### config.mk
export PLATFORM = sky130hd
export DESIGN_NAME = prf_wb_arb
export DESIGN_NICKNAME = d
export VERILOG_FILES = /design/src/rtl/prf_wb_arb_pkg.sv /design/src/rtl/prf_wb_rr_pick.sv /design/src/rtl/prf_wb_arb.sv
export SDC_FILE = /design/constraint.sdc
export NUM_CORES = 1
export LEC_CHECK = 0
export ABC_AREA = 1
export CORE_MARGIN = 2
export CORE_UTILIZATION = 45
export DETAILED_ROUTE_END_ITERATION = 10
export GPL_TIMING_DRIVEN = 0
export PLACE_DENSITY = 0.73
export SETUP_SLACK_MARGIN = 0.1
export SLEW_MARGIN = 20
export SYNTH_ARGS = -nofsm -noshare
export SYNTH_HDL_FRONTEND = slang
export SYNTH_SLANG_ARGS = --single-unit
### constraint.sdc
create_clock -name clk -period 6.2 [get_ports clk]
set_input_delay 0.93 -clock clk [delete_from_list [all_inputs] [get_ports clk]]
set_output_delay 0.93 -clock clk [all_outputs]
set_load 0.01 [all_outputs]
### src/rtl/prf_wb_arb_pkg.sv
// Shared types for the PRF writeback arbiter. Provides fallback values for the
// global PRF_IDX_W / ZERO_REG defines when the defines header is not in the build.
`ifndef PRF_IDX_W
`define PRF_IDX_W 7
`endif
`ifndef ZERO_REG
`define ZERO_REG 0
`endif

package prf_wb_arb_pkg;

    localparam int WB_IDX_W  = `PRF_IDX_W;
    localparam int WB_DATA_W = 64;

    typedef enum logic [1:0] {
        FU_ALU  = 2'd0,
        FU_MULT = 2'd1,
        FU_LD   = 2'd2,
        FU_BR   = 2'd3
    } fu_e;

    typedef struct packed {
        logic [WB_IDX_W-1:0]  idx;
        logic [WB_DATA_W-1:0] data;
    } wb_pkt_t;

    // Writes to the hardwired zero register are dropped by the arbiter.
    function automatic logic is_zero_reg(input logic [WB_IDX_W-1:0] idx);
        return idx == WB_IDX_W'(`ZERO_REG);
    endfunction

endpackage

### src/rtl/prf_wb_rr_pick.sv
// Rotating first-one picker: scans req starting at 'start', wrapping at NUM_REQ,
// and returns a one-hot grant plus its encoded index.
module prf_wb_rr_pick #(
    parameter int NUM_REQ = 4,
    localparam int PTR_W  = $clog2(NUM_REQ)
) (
    input  logic [NUM_REQ-1:0] req,
    input  logic [PTR_W-1:0]   start,
    output logic [NUM_REQ-1:0] grant,
    output logic [PTR_W-1:0]   grant_idx,
    output logic               any
);

    logic [PTR_W-1:0] j;

    always_comb begin
        grant     = '0;
        grant_idx = '0;
        any       = 1'b0;
        j         = '0;
        for (int k = 0; k < NUM_REQ; k++) begin
            j = PTR_W'((int'(start) + k) % NUM_REQ);
            if (!any && req[j]) begin
                any       = 1'b1;
                grant[j]  = 1'b1;
                grant_idx = j;
            end
        end
    end

endmodule

### src/rtl/prf_wb_arb.sv
// Writeback arbiter for the single PRF write port / CDB broadcast.
// Define PRF_WB_ARB_RR_EN for round-robin; otherwise lowest requester wins.
import prf_wb_arb_pkg::*;

module prf_wb_arb #(
    parameter int NUM_REQ = 4,
    parameter int IDX_W   = `PRF_IDX_W,
    parameter int DATA_W  = 64
) (
    input  logic                      clk,
    input  logic                      rst,
    input  logic [NUM_REQ-1:0]        req_valid_i,
    input  logic [NUM_REQ*IDX_W-1:0]  req_idx_i,
    input  logic [NUM_REQ*DATA_W-1:0] req_data_i,
    output logic [NUM_REQ-1:0]        req_ready_o,
    output logic                      wr_en_o,
    output logic [IDX_W-1:0]          wr_idx_o,
    output logic [DATA_W-1:0]         wr_data_o,
    output logic [NUM_REQ-1:0]        grant_o
);

    localparam int PTR_W = $clog2(NUM_REQ);

    logic [NUM_REQ-1:0]             hold_v;
    logic [NUM_REQ-1:0][IDX_W-1:0]  hold_idx;
    logic [NUM_REQ-1:0][DATA_W-1:0] hold_data;

    logic [NUM_REQ-1:0] grant;
    logic [PTR_W-1:0]   grant_idx;
    logic               grant_any;
    logic [PTR_W-1:0]   start;
    logic [NUM_REQ-1:0] accept;

    // Ready comes purely from registered state: a slot is free when empty or
    // being drained this cycle, which is what lets one FU stream every cycle.
    assign req_ready_o = ~hold_v | grant;
    assign accept      = req_valid_i & req_ready_o;

    prf_wb_rr_pick #(
        .NUM_REQ (NUM_REQ)
    ) u_pick (
        .req       (hold_v),
        .start     (start),
        .grant     (grant),
        .grant_idx (grant_idx),
        .any       (grant_any)
    );

`ifdef PRF_WB_ARB_RR_EN
    logic [PTR_W-1:0] rr_ptr;

    always_ff @(posedge clk) begin
        if (rst) begin
            rr_ptr <= '0;
        end else if (grant_any) begin
            rr_ptr <= (grant_idx == PTR_W'(NUM_REQ - 1)) ? '0 : grant_idx + 1'b1;
        end
    end

    assign start = rr_ptr;
`else
    assign start = '0;
`endif

    always_ff @(posedge clk) begin
        if (rst) begin
            hold_v <= '0;
        end else begin
            for (int i = 0; i < NUM_REQ; i++) begin
                // A zero-register result is consumed but never occupies the slot.
                if (accept[i])
                    hold_v[i] <= req_idx_i[i*IDX_W +: IDX_W] != IDX_W'(`ZERO_REG);
                else if (grant[i])
                    hold_v[i] <= 1'b0;
            end
        end
    end

    always_ff @(posedge clk) begin
        for (int i = 0; i < NUM_REQ; i++) begin
            if (accept[i]) begin
                hold_idx[i]  <= req_idx_i[i*IDX_W +: IDX_W];
                hold_data[i] <= req_data_i[i*DATA_W +: DATA_W];
            end
        end
    end

    always_ff @(posedge clk) begin
        if (rst) begin
            wr_en_o   <= 1'b0;
            wr_idx_o  <= '0;
            wr_data_o <= '0;
            grant_o   <= '0;
        end else begin
            wr_en_o <= grant_any;
            grant_o <= grant;
            if (grant_any) begin
                wr_idx_o  <= hold_idx[grant_idx];
                wr_data_o <= hold_data[grant_idx];
            end
        end
    end

endmodule
# --- After elaboration in Yosys (flattened, before gate mapping) ---
# Index checks and enable logic that the tools add are counted.
word_totals:
  reg_bits: 364
  latch_bits: 0
  ram_bits: 0
  rom_bits: 0
  inputBits: 290
  output_inout_bits: 80
  mem_count: 0
op_classes:
  addsub: 0
  multipliers: 0
  div_mod_pow: 0
  n_lt_le_gt_ge: 1
  eq_ne: 0
  shifts: 0
  mux: 23
  n_bitwise: 3
  reduce_logical: 14
op_table:
  columns: ["op", "n"]
  rows:
  - ["$bmux W64 S2", 1]
  - ["$mux W64", 1]
  - ["$reduce_bool A7 Y1", 4]
  - ["$bmux W7 S2", 1]
  - ["$mux W1", 14]
  - ["$reduce_bool A2 Y1", 4]
  - ["$mux W7", 1]
  - ["$mux W2", 3]
  - ["$and A4 B4 Y4", 1]
  - ["$mux W4", 1]
  - ["$not A4 Y4", 1]
  - ["$or A4 B4 Y4", 1]
  - ["$logic_and A1 B1 Y1", 3]
  - ["$logic_not A1 Y1", 3]
  - ["$lt A2 B3 Y1 const B", 1]
  - ["$mux W3", 1]

# --- Depth between registers and ports, before layout ---
logic_depth:
  ltp_word: 13
  mapped_depth: 10
  ltp_nobuf: 8

# --- Cells and area by module ---
# Synthesis repeated with hierarchy kept, for this count alone.
hier_totals:
  cells_unflattened: 1201
  hier_area_um2: 13925.9
by_module_without_submodules:
  columns: ["module", "n_inst", "cells_per_inst", "area_each_um2"]
  rows:
  - ["prf_wb_arb", 1, 1127, 13485.4]
  - ["prf_wb_rr_pick", 1, 74, 440.4]

# --- Least setup slack after synthesis ---
# OpenSTA, ideal clock, no wires.
synth_path:
  path_kind: "input-to-reg"
  from: "input port req_valid_i[3]"
  to: "register hold_data[192] (netlist name) (enable)"
  arrival_ps: 6102
  setup_slack_ps: -511
  cell_stages: 1
  path_cell_list: "a21boi_0"
synth_via:
  elab_chain_cells: 1
synth_rtl:
  columns: ["item", "line", "rtl"]
  rows:
  - ["start: declaration", "prf_wb_arb.sv:12", "input logic [NUM_REQ-1:0] req_valid_i,"]
  - ["$and A4 B4 Y4", "prf_wb_arb.sv:37", "assign accept = req_valid_i & req_ready_o;"]
  - ["end signal: indexed assignment", "prf_wb_arb.sv:83", "hold_data[i] <= req_data_i[i*DATA_W +: DATA_W];"]
  - ["end: declaration", "prf_wb_arb.sv:26", "logic [NUM_REQ-1:0][DATA_W-1:0] hold_data;"]
# Every way passes these cells.
# A chain may end at the register's enable or synchronous reset.

# --- Worst setup path after layout ---
layout_path:
  from: "register hold_v[1]"
  to: "output port req_ready_o[3]"
layout_via:
  elab_chain_cells: 9
layout_rtl:
  columns: ["item", "line", "rtl"]
  rows:
  - ["start: declaration", "prf_wb_arb.sv:24", "logic [NUM_REQ-1:0] hold_v;"]
  - ["start signal: indexed assignment", "prf_wb_arb.sv:72", "hold_v[i] <= req_idx_i[i*IDX_W +: IDX_W] != IDX_W'(`ZERO_REG);"]
  - ["$logic_and A1 B1 Y1 (*)", "prf_wb_rr_pick.sv:23", "if (!any && req[j]) begin"]
  - ["$mux W1 (*)", "prf_wb_rr_pick.sv:23", null]
  - ["$logic_not A1 Y1", "prf_wb_rr_pick.sv:23", null]
  - ["$logic_and A1 B1 Y1", "prf_wb_rr_pick.sv:23", null]
  - ["$mux W1 (*)", "prf_wb_rr_pick.sv:23", null]
  - ["$logic_not A1 Y1 (*)", "prf_wb_rr_pick.sv:23", null]
  - ["$logic_and A1 B1 Y1 (*)", "prf_wb_rr_pick.sv:23", null]
  - ["$mux W4 (*)", "prf_wb_rr_pick.sv:23", null]
  - ["$or A4 B4 Y4 (*)", "prf_wb_arb.sv:36", "assign req_ready_o = ~hold_v | grant;"]
  - ["end: declaration", "prf_wb_arb.sv:15", "output logic [NUM_REQ-1:0] req_ready_o,"]
# Mark *: on every way between the ends. The rest lies on a longest branch, timed or not.

==> flow_summary.yaml <==
finish:
  areaGrowthSynthToFinish_pct: 37.6
  num-fill-cells: 2662
  nets: 2264
  drive_above_1_share: 0.0614
die:
  die_area_um2: 35500
  fp-row-count: 67
  chipWidth_um: 188
  pin_count: 370
  fp.coreArea_um2: 33500
  die_y_um: 188
  start_util: 0.457
worst_setup_path:
  endpoint_kind: "primary output"
  crit_fanout: 4
  critPathTopFamily: "buffers and inverters"
  crit_buf_inv: 1
  crit_type: "flip-flop to primary output"
  reg2reg_setup_slack_ns: 3.70
  cp_num_cells: 4
  regToRegEndpoint: "wr_data_o[44]"
  critPathLaunchType: "flip-flop"
  crit_chain: "nor2_4 > nand2_1 > nand2_1 > clkdlybuf4s50_1"
  crit_path_frequent_cell: "nand2_1"
  r2r_cells: 9
  required_ns: 5.27
  cp.arrival_ns: 1.86
  crit_path_top_delay_cell: "clkdlybuf4s50_1"
  reg2reg_from: "hold_v[3]"
  crit_path_max_incr_delay_ns: 0.54
timing:
  post-route-period-util: 0.449
  tightestPinTransition_ns: 1.06
  whs_ns: 0.544
  fin_skew_ns: 0.0157
  min_period_ns: 2.79
  finalHoldViolCount: 0
  setup_viol: 0
  clock.fmax_ghz: 0.359
  final_max_slew_viol_count: 0
  rsz0062_at_grt: "no"
  fin_tns_setup_ns: 0
  slew_headroom: 0.291
grt:
  grt_overflow: 0
  antenna_found_initial: 7
  grt_pass1_vias: 12500
  grt_pass1_wl_um: 67900
  grt_max_degree: 44
  grt_usage: 0.250
pwr:
  vdd_drop_max_uv: 226
  p_clk_frac: 0.377
  p_comb_frac: 0.156
  p_switching_mw: 1.54
  power_frac_seq: 0.467
  pwr_density_cell_nw_per_um2: 296
  p_total_mw: 6.24
  total_leakage_power_nw: 9.72
  netSwitchingFraction: 0.246
  p_int_mw: 4.70
synthesis:
  synth_area_um2: 15300
  synthesis.nets: 1847
  synth_top_area_frac: 0.557
  synth.avg_cell_area_um2: 9.84
  ys_ff_latch: 364
  synth_warnings: 0
  yosysSeqAreaShare: 0.661
  synthTopCellsByArea: "edfxtp_1 56%, nand3_1 12%, dfxtp_1 10%"
  synth_cells: 1557
  yosysUniqueCellTypes: 27
  synth_largest_area_cell: "edfxtp_1"
clock_tree:
  cts.sinks: 364
  cts_max_path_buffers: 3
  cts_resized: 0
  cts_setup_buffers: 0
  cts_max_level: 2
  ctsHoldBuffers: 0
  path_clk_slew_ns: 0.06
  root_buffer: "clkbuf_16"
  cts_tree: "done"
  cts_buffers: 40
  clkLatencyLatePin_ns: 0.52
route:
  drt_pass1_iterations: 5
  wl_per_cell_um: 18.1
  drtIter0Drc: 881
  remaining_drc_errors: 0
  vias_per_cell: 4.96
  ant_nets: 0
  totalWireLength_um: 44500
  vias: 12200
worst_hold_path:
  hold_path_end: "grant_o[0]"
  hold_path_depth: 2
  min_path_type: "flip-flop to flip-flop"
  worstHoldStart: "hold_v[0]"
place:
  dp_hpwl_um: 32400
  gp_congestion: 0.910
  portBuffers: 367
job:
  cap_violations: 0
outcome:
  outcome: "finished, final reports clean"
-- layout by cell type, fill, tap and decap left out, types with 2 or more instances in the layout --
cell type        count
inv_1              426
clkdlybuf4s50_1    366
nand3_1            352
edfxtp_1           284
nand2_1            221
dfxtp_1             80
o21ai_0             74
clkbuf_16           41
clkbuf_1            38
buf_2               28
buf_1               12
nor2_1              10
clkinv_2            10
buf_6                9
buf_16               6
buf_4                5
a21oi_1              5
clkbuf_8             5
clkinv_1             4
nor3_1               4
bufinv_16            3
nor2_4               2
nand2_2              2
nor4_1               2
or2_2                2
clkinv_4             2
buf_12               2
-- synth_stat cells (all sizes together) --
cell,number
o21ai,75
a21boi,1
nor4,2
nand3b,1
nor2,12
conb,1
nand3,353
buf,53
clkinv,1
nor3,4
nand2,223
dfxtp,80
and2,1
inv,427
or2,3
a21oi,5
edfxtp,284
clkbuf,31
-- worst reg2reg max path: stages (launching register included) --
cell     delay [ns]
dfxtp_1        0.48
nand3_2        0.49
nand2_2        0.43
buf_4          0.30
buf_2          0.30
nand2_1        0.09
nand3_1        0.07
nand3_1        0.11
nand2_1        0.08
inv_1          0.04
-- worst max path at each step --
stage                         from        endpoint  slack, ns
floorplan           req_valid_i[3]  hold_data[192]       1.36
global placement    req_valid_i[3]  hold_data[233]      -1.49
detailed placement             rst   wr_data_o[48]       3.50
CTS                      hold_v[1]  req_ready_o[3]       3.38
global route             hold_v[1]  req_ready_o[2]       3.31
finish                   hold_v[1]  req_ready_o[3]       3.41
-- logic make-up (layout without fill, tap and decap cells) --
logic type             after synthesis  after routing  synth area share
AO/OA/AOI/OAI                       81             81            0.0269
AND/OR/NAND/NOR                    599            599             0.178
other                                1              2          0.000245
buffers and inverters              512            959             0.133
flip-flops                         364            364             0.661
-- through the flow --
stage / utilization / std cells / area, µm² / setup WS (ns)
after floorplan: - / 1557 / 15300 / 1.36
after global placement: 0.583 / 2372 / 19600 / -1.49
after detailed placement: 0.590 / 2380 / 19800 / 3.50
after CTS: 0.628 / 2452 / 21100 / 3.38
after global routing: 0.628 / 2453 / 21100 / 3.31
final: 0.628 / 2453 / 21100 / 3.41
-- layer usage --
metal,GRT usage,vias up,wire length [µm]
li1,-,5779,-
met4,0.0811,10,1320
met3,0.0607,88,4160
met1,0.305,5783,17300
met5,0,-,54
met2,0.435,519,21700
-- power by group through the flow --
stage | registers, mW | clock network, mW | logic [mW]
6_report | 2.91 | 2.35 | 0.972
5_1_grt | 2.93 | 2.47 | 1.07
4_1_cts | 2.91 | 2.38 | 0.975
3_5_place_dp | 2.96 | 0 | 0.969
3_3_place_gp | 2.97 | 0 | 0.922
2_1_floorplan | 2.98 | 0 | 0.412
-- cell type report --
type                            instances  area, µm²  area share
Clock buffer                           53       1120      0.0532
Sequential cell                       364      10100       0.481
Multi-Input combinational cell        681       3170       0.150
Antenna cell                            1       2.50    0.000119
Buffer                                 84        433      0.0205
Timing Repair Buffer                  375       3880       0.184
Tap cell                              448        561      0.0266
Clock inverter                         19        176     0.00837
Inverter                              428       1610      0.0762
-- sequential cells by signal, summed over array words and instances (netlist names) --
register / cells
wr_en_o: 1
hold_v: 4
wr_data_o: 64
wr_idx_o: 7
grant_o: 4
hold_data: 256
hold_idx: 28
(Power assumes the default switching activity.)
